==> config.mk <==
export PLATFORM = sky130hd
export DESIGN_NAME = affine_iter_ctrl_flat
export DESIGN_NICKNAME = d
export VERILOG_FILES = /design/src/rtl/affine_iter_ctrl_if.sv /design/src/rtl/affine_iter_ctrl.sv /design/src/flat_wrapper.sv
export SDC_FILE = /design/constraint.sdc
export NUM_CORES = 1
export LEC_CHECK = 0
export CORE_AREA = 2 2 460 462
export DETAILED_ROUTE_END_ITERATION = 10
export DIE_AREA = 0 0 462 464
export PLACE_DENSITY = 0.33
export SYNTH_ARGS = -nofsm -noshare
export SYNTH_HDL_FRONTEND = slang
export SYNTH_SLANG_ARGS = --single-unit
==> constraint.sdc <==
create_clock -name clk -period 4.2 [get_ports clk]
set_input_delay 0.42 -clock clk [delete_from_list [all_inputs] [get_ports clk]]
set_output_delay 0.42 -clock clk [all_outputs]
set_load 0.01 [all_outputs]
==> src/rtl/affine_iter_ctrl_if.sv <==
// Handshake bundle for affine_iter_ctrl: the issue/result pair towards the
// affine_transform datapath and the valid/ready stream towards the keystream stage.
interface affine_iter_ctrl_if #(
  parameter int unsigned PRECISION = 32
);

  // Datapath side
  logic                   at_tvalid;
  logic [9*PRECISION-1:0] at_A;
  logic [3*PRECISION-1:0] at_U;
  logic [3*PRECISION-1:0] at_x;
  logic                   at_valid;
  logic [3*PRECISION-1:0] at_x_next;

  // Output stream side
  logic                   m_tvalid;
  logic                   m_tready;
  logic [3*PRECISION-1:0] m_tdata;
  logic                   m_tlast;

  // Controller view
  modport master (
    output at_tvalid, at_A, at_U, at_x, m_tvalid, m_tdata, m_tlast,
    input  at_valid, at_x_next, m_tready
  );

  // Datapath / downstream view
  modport slave (
    input  at_tvalid, at_A, at_U, at_x, m_tvalid, m_tdata, m_tlast,
    output at_valid, at_x_next, m_tready
  );

endinterface

==> src/rtl/affine_iter_ctrl.sv <==
// Sequencer for the chaotic affine map x(n+1) = A*x(n) + U. Drives one
// affine_transform datapath with a single transaction in flight, throws away
// the warm-up iterations and streams the following cfg_count vectors out.
module affine_iter_ctrl #(
  parameter int unsigned PRECISION = 32,
  parameter int unsigned CNT_W     = 16,
  parameter int unsigned TIMEOUT   = 64
) (
  input  logic                   clk,
  input  logic                   reset,
  input  logic                   start,
  input  logic                   abort,
  input  logic [9*PRECISION-1:0] cfg_A,
  input  logic [3*PRECISION-1:0] cfg_U,
  input  logic [3*PRECISION-1:0] cfg_seed,
  input  logic [CNT_W-1:0]       cfg_warmup,
  input  logic [CNT_W-1:0]       cfg_count,
  output logic                   busy,
  output logic                   done,
  output logic                   error,
  affine_iter_ctrl_if.master     bus
);

  localparam int unsigned TW = $clog2(TIMEOUT) + 1;

  typedef enum logic [2:0] {
    StIdle,
    StIssue,
    StWait,
    StEmit,
    StDone
  } state_e;

  state_e state_q, state_d;

  logic [9*PRECISION-1:0] a_q, a_d;
  logic [3*PRECISION-1:0] u_q, u_d;
  logic [3*PRECISION-1:0] x_q, x_d;
  logic [CNT_W-1:0]       wcnt_q, wcnt_d;
  logic [CNT_W-1:0]       ocnt_q, ocnt_d;
  logic [TW-1:0]          tcnt_q, tcnt_d;
  logic [TW-1:0]          tcnt_inc;
  logic                   error_q, error_d;

  logic at_tvalid_q, at_tvalid_d;
  logic m_tvalid_q, m_tvalid_d;
  logic m_tlast_q, m_tlast_d;
  logic busy_q, busy_d;
  logic done_q, done_d;

  logic timeout_hit;

  assign tcnt_inc    = tcnt_q + 1'b1;
  assign timeout_hit = (tcnt_inc == TW'(TIMEOUT - 1));

  // State register
  always_ff @(posedge clk) begin
    if (reset) begin
      state_q <= StIdle;
    end else begin
      state_q <= state_d;
    end
  end

  // Next-state logic; abort overrides every transition
  always_comb begin
    state_d = state_q;
    unique case (state_q)
      StIdle: begin
        if (start) begin
          state_d = (cfg_count == '0) ? StDone : StIssue;
        end
      end
      StIssue: begin
        state_d = StWait;
      end
      StWait: begin
        if (bus.at_valid) begin
          state_d = (wcnt_q != '0) ? StIssue : StEmit;
        end else if (timeout_hit) begin
          state_d = StDone;
        end
      end
      StEmit: begin
        // m_tvalid is always high while in EMIT, so m_tready alone is the handshake
        if (bus.m_tready) begin
          state_d = (ocnt_q == CNT_W'(1)) ? StDone : StIssue;
        end
      end
      StDone: begin
        state_d = StIdle;
      end
      default: begin
        state_d = StIdle;
      end
    endcase
    if (abort) begin
      state_d = StIdle;
    end
  end

  // Next values of configuration, iterate and counters
  always_comb begin
    a_d     = a_q;
    u_d     = u_q;
    x_d     = x_q;
    wcnt_d  = wcnt_q;
    ocnt_d  = ocnt_q;
    error_d = error_q;
    tcnt_d  = tcnt_q;
    // An abort freezes x and the latched configuration; late results are dropped
    if (!abort) begin
      unique case (state_q)
        StIdle: begin
          if (start) begin
            a_d     = cfg_A;
            u_d     = cfg_U;
            x_d     = cfg_seed;
            wcnt_d  = cfg_warmup;
            ocnt_d  = cfg_count;
            error_d = 1'b0;
          end
        end
        StWait: begin
          if (bus.at_valid) begin
            x_d = bus.at_x_next;
            if (wcnt_q != '0) begin
              wcnt_d = wcnt_q - 1'b1;
            end
          end else if (timeout_hit) begin
            error_d = 1'b1;
          end
        end
        StEmit: begin
          if (bus.m_tready) begin
            ocnt_d = ocnt_q - 1'b1;
          end
        end
        default: begin
        end
      endcase
    end
    // Counter is zero in the ISSUE cycle and counts through ISSUE and WAIT
    if (state_d == StIssue) begin
      tcnt_d = '0;
    end else if (state_q == StIssue || state_q == StWait) begin
      tcnt_d = tcnt_inc;
    end
  end

  // Datapath register update
  always_ff @(posedge clk) begin
    if (reset) begin
      a_q     <= '0;
      u_q     <= '0;
      x_q     <= '0;
      wcnt_q  <= '0;
      ocnt_q  <= '0;
      tcnt_q  <= '0;
      error_q <= 1'b0;
    end else begin
      a_q     <= a_d;
      u_q     <= u_d;
      x_q     <= x_d;
      wcnt_q  <= wcnt_d;
      ocnt_q  <= ocnt_d;
      tcnt_q  <= tcnt_d;
      error_q <= error_d;
    end
  end

  // Output decode from the upcoming state, so each output is a flop
  always_comb begin
    at_tvalid_d = (state_d == StIssue);
    m_tvalid_d  = (state_d == StEmit);
    m_tlast_d   = (state_d == StEmit) && (ocnt_d == CNT_W'(1));
    busy_d      = (state_d != StIdle);
    // done trails the DONE state by one cycle; an abort there suppresses it
    done_d      = (state_q == StDone) && !abort;
  end

  // Output registers
  always_ff @(posedge clk) begin
    if (reset) begin
      at_tvalid_q <= 1'b0;
      m_tvalid_q  <= 1'b0;
      m_tlast_q   <= 1'b0;
      busy_q      <= 1'b0;
      done_q      <= 1'b0;
    end else begin
      at_tvalid_q <= at_tvalid_d;
      m_tvalid_q  <= m_tvalid_d;
      m_tlast_q   <= m_tlast_d;
      busy_q      <= busy_d;
      done_q      <= done_d;
    end
  end

  assign bus.at_tvalid = at_tvalid_q;
  assign bus.at_A      = a_q;
  assign bus.at_U      = u_q;
  assign bus.at_x      = x_q;
  assign bus.m_tvalid  = m_tvalid_q;
  assign bus.m_tdata   = x_q;
  assign bus.m_tlast   = m_tlast_q;
  assign busy          = busy_q;
  assign done          = done_q;
  assign error         = error_q;

endmodule

==> src/flat_wrapper.sv <==
// flat-port wrapper written by rule: the top's interface ports become plain ports
module affine_iter_ctrl_flat 
#(
  parameter int unsigned PRECISION = 32,
  parameter int unsigned CNT_W     = 16,
  parameter int unsigned TIMEOUT   = 64
)
  (clk, reset, start, abort, cfg_A, cfg_U, cfg_seed, cfg_warmup, cfg_count, busy, done, error, bus_at_tvalid, bus_at_A, bus_at_U, bus_at_x, bus_m_tvalid, bus_m_tdata, bus_m_tlast, bus_at_valid, bus_at_x_next, bus_m_tready);
  affine_iter_ctrl_if #(.PRECISION(PRECISION)) bus_i ();
  input  logic clk;
  input  logic reset;
  input  logic start;
  input  logic abort;
  input  logic [9*PRECISION-1:0] cfg_A;
  input  logic [3*PRECISION-1:0] cfg_U;
  input  logic [3*PRECISION-1:0] cfg_seed;
  input  logic [CNT_W-1:0] cfg_warmup;
  input  logic [CNT_W-1:0] cfg_count;
  output logic busy;
  output logic done;
  output logic error;
  output wire logic [$bits(bus_i.at_tvalid)-1:0] bus_at_tvalid;
  output wire logic [$bits(bus_i.at_A)-1:0] bus_at_A;
  output wire logic [$bits(bus_i.at_U)-1:0] bus_at_U;
  output wire logic [$bits(bus_i.at_x)-1:0] bus_at_x;
  output wire logic [$bits(bus_i.m_tvalid)-1:0] bus_m_tvalid;
  output wire logic [$bits(bus_i.m_tdata)-1:0] bus_m_tdata;
  output wire logic [$bits(bus_i.m_tlast)-1:0] bus_m_tlast;
  input wire logic [$bits(bus_i.at_valid)-1:0] bus_at_valid;
  input wire logic [$bits(bus_i.at_x_next)-1:0] bus_at_x_next;
  input wire logic [$bits(bus_i.m_tready)-1:0] bus_m_tready;
  assign bus_at_tvalid = bus_i.at_tvalid;
  assign bus_at_A = bus_i.at_A;
  assign bus_at_U = bus_i.at_U;
  assign bus_at_x = bus_i.at_x;
  assign bus_m_tvalid = bus_i.m_tvalid;
  assign bus_m_tdata = bus_i.m_tdata;
  assign bus_m_tlast = bus_i.m_tlast;
  assign bus_i.at_valid = bus_at_valid;
  assign bus_i.at_x_next = bus_at_x_next;
  assign bus_i.m_tready = bus_m_tready;
  affine_iter_ctrl #(.PRECISION(PRECISION), .CNT_W(CNT_W), .TIMEOUT(TIMEOUT)) u_core (.clk(clk), .reset(reset), .start(start), .abort(abort), .cfg_A(cfg_A), .cfg_U(cfg_U), .cfg_seed(cfg_seed), .cfg_warmup(cfg_warmup), .cfg_count(cfg_count), .busy(busy), .done(done), .error(error), .bus(bus_i));
endmodule
==> summary.txt <==
Status
  • Outcome: complete, no violations

CTS
  • CTS Buffer Depth: 3
  • Num CTS Buffers: 77
  • Setup bufs post-CTS: 0
  • Post-CTS sizing: 0
  • CTS H-tree lvls: 3
  • Reg clk slew, reported paths: 0.06 ns
  • Hold Buf Count CTS: 0
  • Clk_lat worst skew: 0.71 ns
  • CTS tree: built
  • # clock sinks: 528
  • Root buffer cell: clkbuf_16

Power and ir drop
  • LEAKAGE: 12.72 nW
  • VDD IR max: 0.0002720 V
  • Pwr dens: 393.4 nW/um^2

Detailed routing
  • Via density: 3.538
  • DRC violations left: 0
  • Vias: 23210
  • Wire per inst: 24.24 um
  • Post-Route WL: 159000 um
  • ANT nets after route: 0
  • DRT iter0 DRCs: 1520
  • Drt pass-1 iters: 6

Global routing
  • Antenna violations before repair: 100
  • Vias in the first global route: 22620
  • Routing usage on met2: 21.49%
  • Largest net degree at the start of global routing: 119
  • Total gr overflow: 0
  • Total GRT Usage: 14.22%
  • Most Crowded Layer GR: met2
  • Met1 usage: 17.62%
  • Global-route wire length before repair: 208600 um
  • Global-route track usage on met3: 7.844%

Cells and area
  • Layout cells sized above 1: 4.528%
  • Nets@finish: 4298
  • Most frequent cells in the layout: 1194 x clkdlybuf4s50_1, 996 x nand2_1, 528 x dfxtp_1
  • Layout area overhead: 82.27%
  • Layout Cells excl Fill: 6560
  • Final instance area: 37730 um^2
  • Leading cell type in the layout, fill and taps excluded: clkdlybuf4s50_1

Setup path
  • Crit path max-delay family: simple AND/OR/NAND/NOR gates
  • Critical Path AT: 3.51 ns
  • Crit path max fanout: 17
  • Critical Path Start Type: flop
  • Crit path kind: flop to flop
  • CP max stage cell: dfxtp_1
  • Largest stage delay, worst path: 0.76 ns
  • Buffers & Inverters on Critical Path: 0
  • CP required: 4.80 ns
  • Crit path capture type: flop
  • CP Cell Sequence: nand4bb_1 -> nor3b_1 -> a221oi_1 -> a211o_1 -> nor4_1 -> nand4_1 -> nor4_2

Synthesis
  • Post-synth EDFFs: 0
  • Avg Inst Size Synth: 7.758 um^2
  • Post-synthesis register bit count: 528
  • Synth cell types: 61
  • Post-synthesis net count: 3287
  • Mapped Cells: 2668
  • Post-Synthesis Cell Area: 20700 um^2
  • Primary FF master, synth: dfxtp_1
  • Syn. warnings: 0
  • Sequential cell area fraction in the yosys report: 51.07%
  • Synth async-reset ratio: 0%

Timing
  • Setup violations, final: 0
  • Post-route setup TNS: 0 ns
  • RSZ-0062 raised after global routing: false
  • Layout Skew: 0.03120 ns
  • Final Hold Viols: 0
  • Tcrit/Tclk final: 69.35%
  • Number of slew-limit violations in the final report: 0
  • Max Clk Rate: 343.3 MHz
  • WHS: 0.1777 ns
  • Worst Tran Pin Value: 0.8993 ns
  • Final Critical Period: 2.913 ns
  • Slew Limit Headroom: 40.05%

Floorplan
  • Rows: 168
  • Core Area: 209200 um^2
  • Die area: 214400 um^2
  • IO Pins: 1196
  • Initial Util: 9.897%
  • Die span in x: 462 um
  • Die H: 464 um

Run
  • Maxcap violations: 0

Worst hold path
  • Hold WC Path Type: primary input to flop

Placement
  • Gpl congestion: 0.8855
  • Post-DP Area: 35110 um^2
  • HPWL Detailed: 128700 um
  • Inst Count DP: 6405
  • I/O Buffers: 1195
[cells in the mapped netlist (4+ instances only)]
| library cell | count | area share (%) |
|---|---|---|
| nand2_1 | 997 | 18 |
| dfxtp_1 | 528 | 51 |
| a21oi_1 | 399 | 9.6 |
| clkbuf_1 | 145 | 2.6 |
| nor2_1 | 143 | 2.6 |
| buf_4 | 97 | 3.5 |
| a311oi_1 | 96 | 4.1 |
| buf_2 | 54 | 1.3 |
| o21ai_0 | 32 | 0.77 |
| nor3_1 | 14 | 0.34 |
| a22oi_1 | 13 | 0.47 |
| nor4_1 | 13 | 0.39 |
| inv_1 | 11 | 0.20 |
| nand3_1 | 10 | 0.24 |
| a221oi_1 | 9 | 0.38 |
| nor2b_1 | 6 | 0.18 |
| a211oi_1 | 5 | 0.18 |
| ha_1 | 5 | 0.30 |
| nand4_1 | 5 | 0.15 |
| nor3b_1 | 5 | 0.18 |
| a22o_1 | 4 | 0.17 |
| or3_1 | 4 | 0.12 |
| xnor2_1 | 4 | 0.17 |
| xor2_1 | 4 | 0.17 |
[power breakdown]
group	switching [W]	internal [W]
registers	0.000224	0.00528
logic	0.00126	0.00128
clock network	0.00281	0.00398
total	0.00430	0.0105
[final cells by class]
type	count	area (um^2)
Fill cell	23650	171400
Clock buffer	112	2208
Clock inverter	20	346.6
Timing Repair Buffer	1229	12410
Multi-Input combinational cell	1830	8577
Sequential cell	528	10570
Inverter	13	48.80
Tap cell	2805	3510
Antenna cell	23	57.56
[worst paths after layout]
check / startpoint / end / slack, ns / cells after the start
hold reg to reg: u_core.bus.at_A[80] / u_core.bus.at_A[80] / 0.45 / 2
setup / recovery: u_core.state_q[0] / u_core.bus.m_tlast / 1.29 / 7
hold / removal: reset / u_core.bus.at_U[87] / 0.18 / 2
setup reg to reg: u_core.state_q[0] / u_core.bus.m_tlast / 1.29 / 7
[stage by stage]
| step | utilization [%] | total power, W | worst slack [ns] |
|---|---|---|---|
| 2_1_floorplan | - | 0.006448 | 2.003 |
| 6_report | 18.04 | 0.01484 | 1.288 |
| 3_5_place_dp | 16.79 | 0.008200 | 0.8898 |
| 3_3_place_gp | 16.79 | 0.008197 | 0.7773 |
| 5_1_grt | 18.01 | 0.01552 | 1.103 |
| 4_1_cts | 18.01 | 0.01521 | 1.316 |
[registers in the layout (all words and copies together), names as in the netlist]
register and flops:
u_core.bus.at_U 96, u_core.error 1, u_core.bus.m_tvalid 1, u_core.tcnt_q 7, u_core.done 1, u_core.bus.at_x 96
u_core.wcnt_q 16, u_core.bus.at_A 288, u_core.bus.m_tlast 1, u_core.ocnt_q 16, u_core.bus.at_tvalid 1, u_core.state_q 3
u_core.busy 1
[metal layers]
layer / vias to the layer above / part of all wire [%]
met2: 1061 / 42
li1: 10870 / -
met5: - / 0.38
met4: 94 / 1.9
met1: 10950 / 42
met3: 239 / 13
[cell families after synthesis]
logic type / Yosys count / share of synthesized area (%)
AOI/OAI and AO/OA: 588 / 16.94
xor gates and xnor gates: 8 / 0.3385
and+or+nand+nor: 1229 / 23.64
DFF: 528 / 51.07
adders and majority gates: 5 / 0.3022
buffers and inverters: 310 / 7.707
Note: power is estimated with default switching activity, not from simulation.
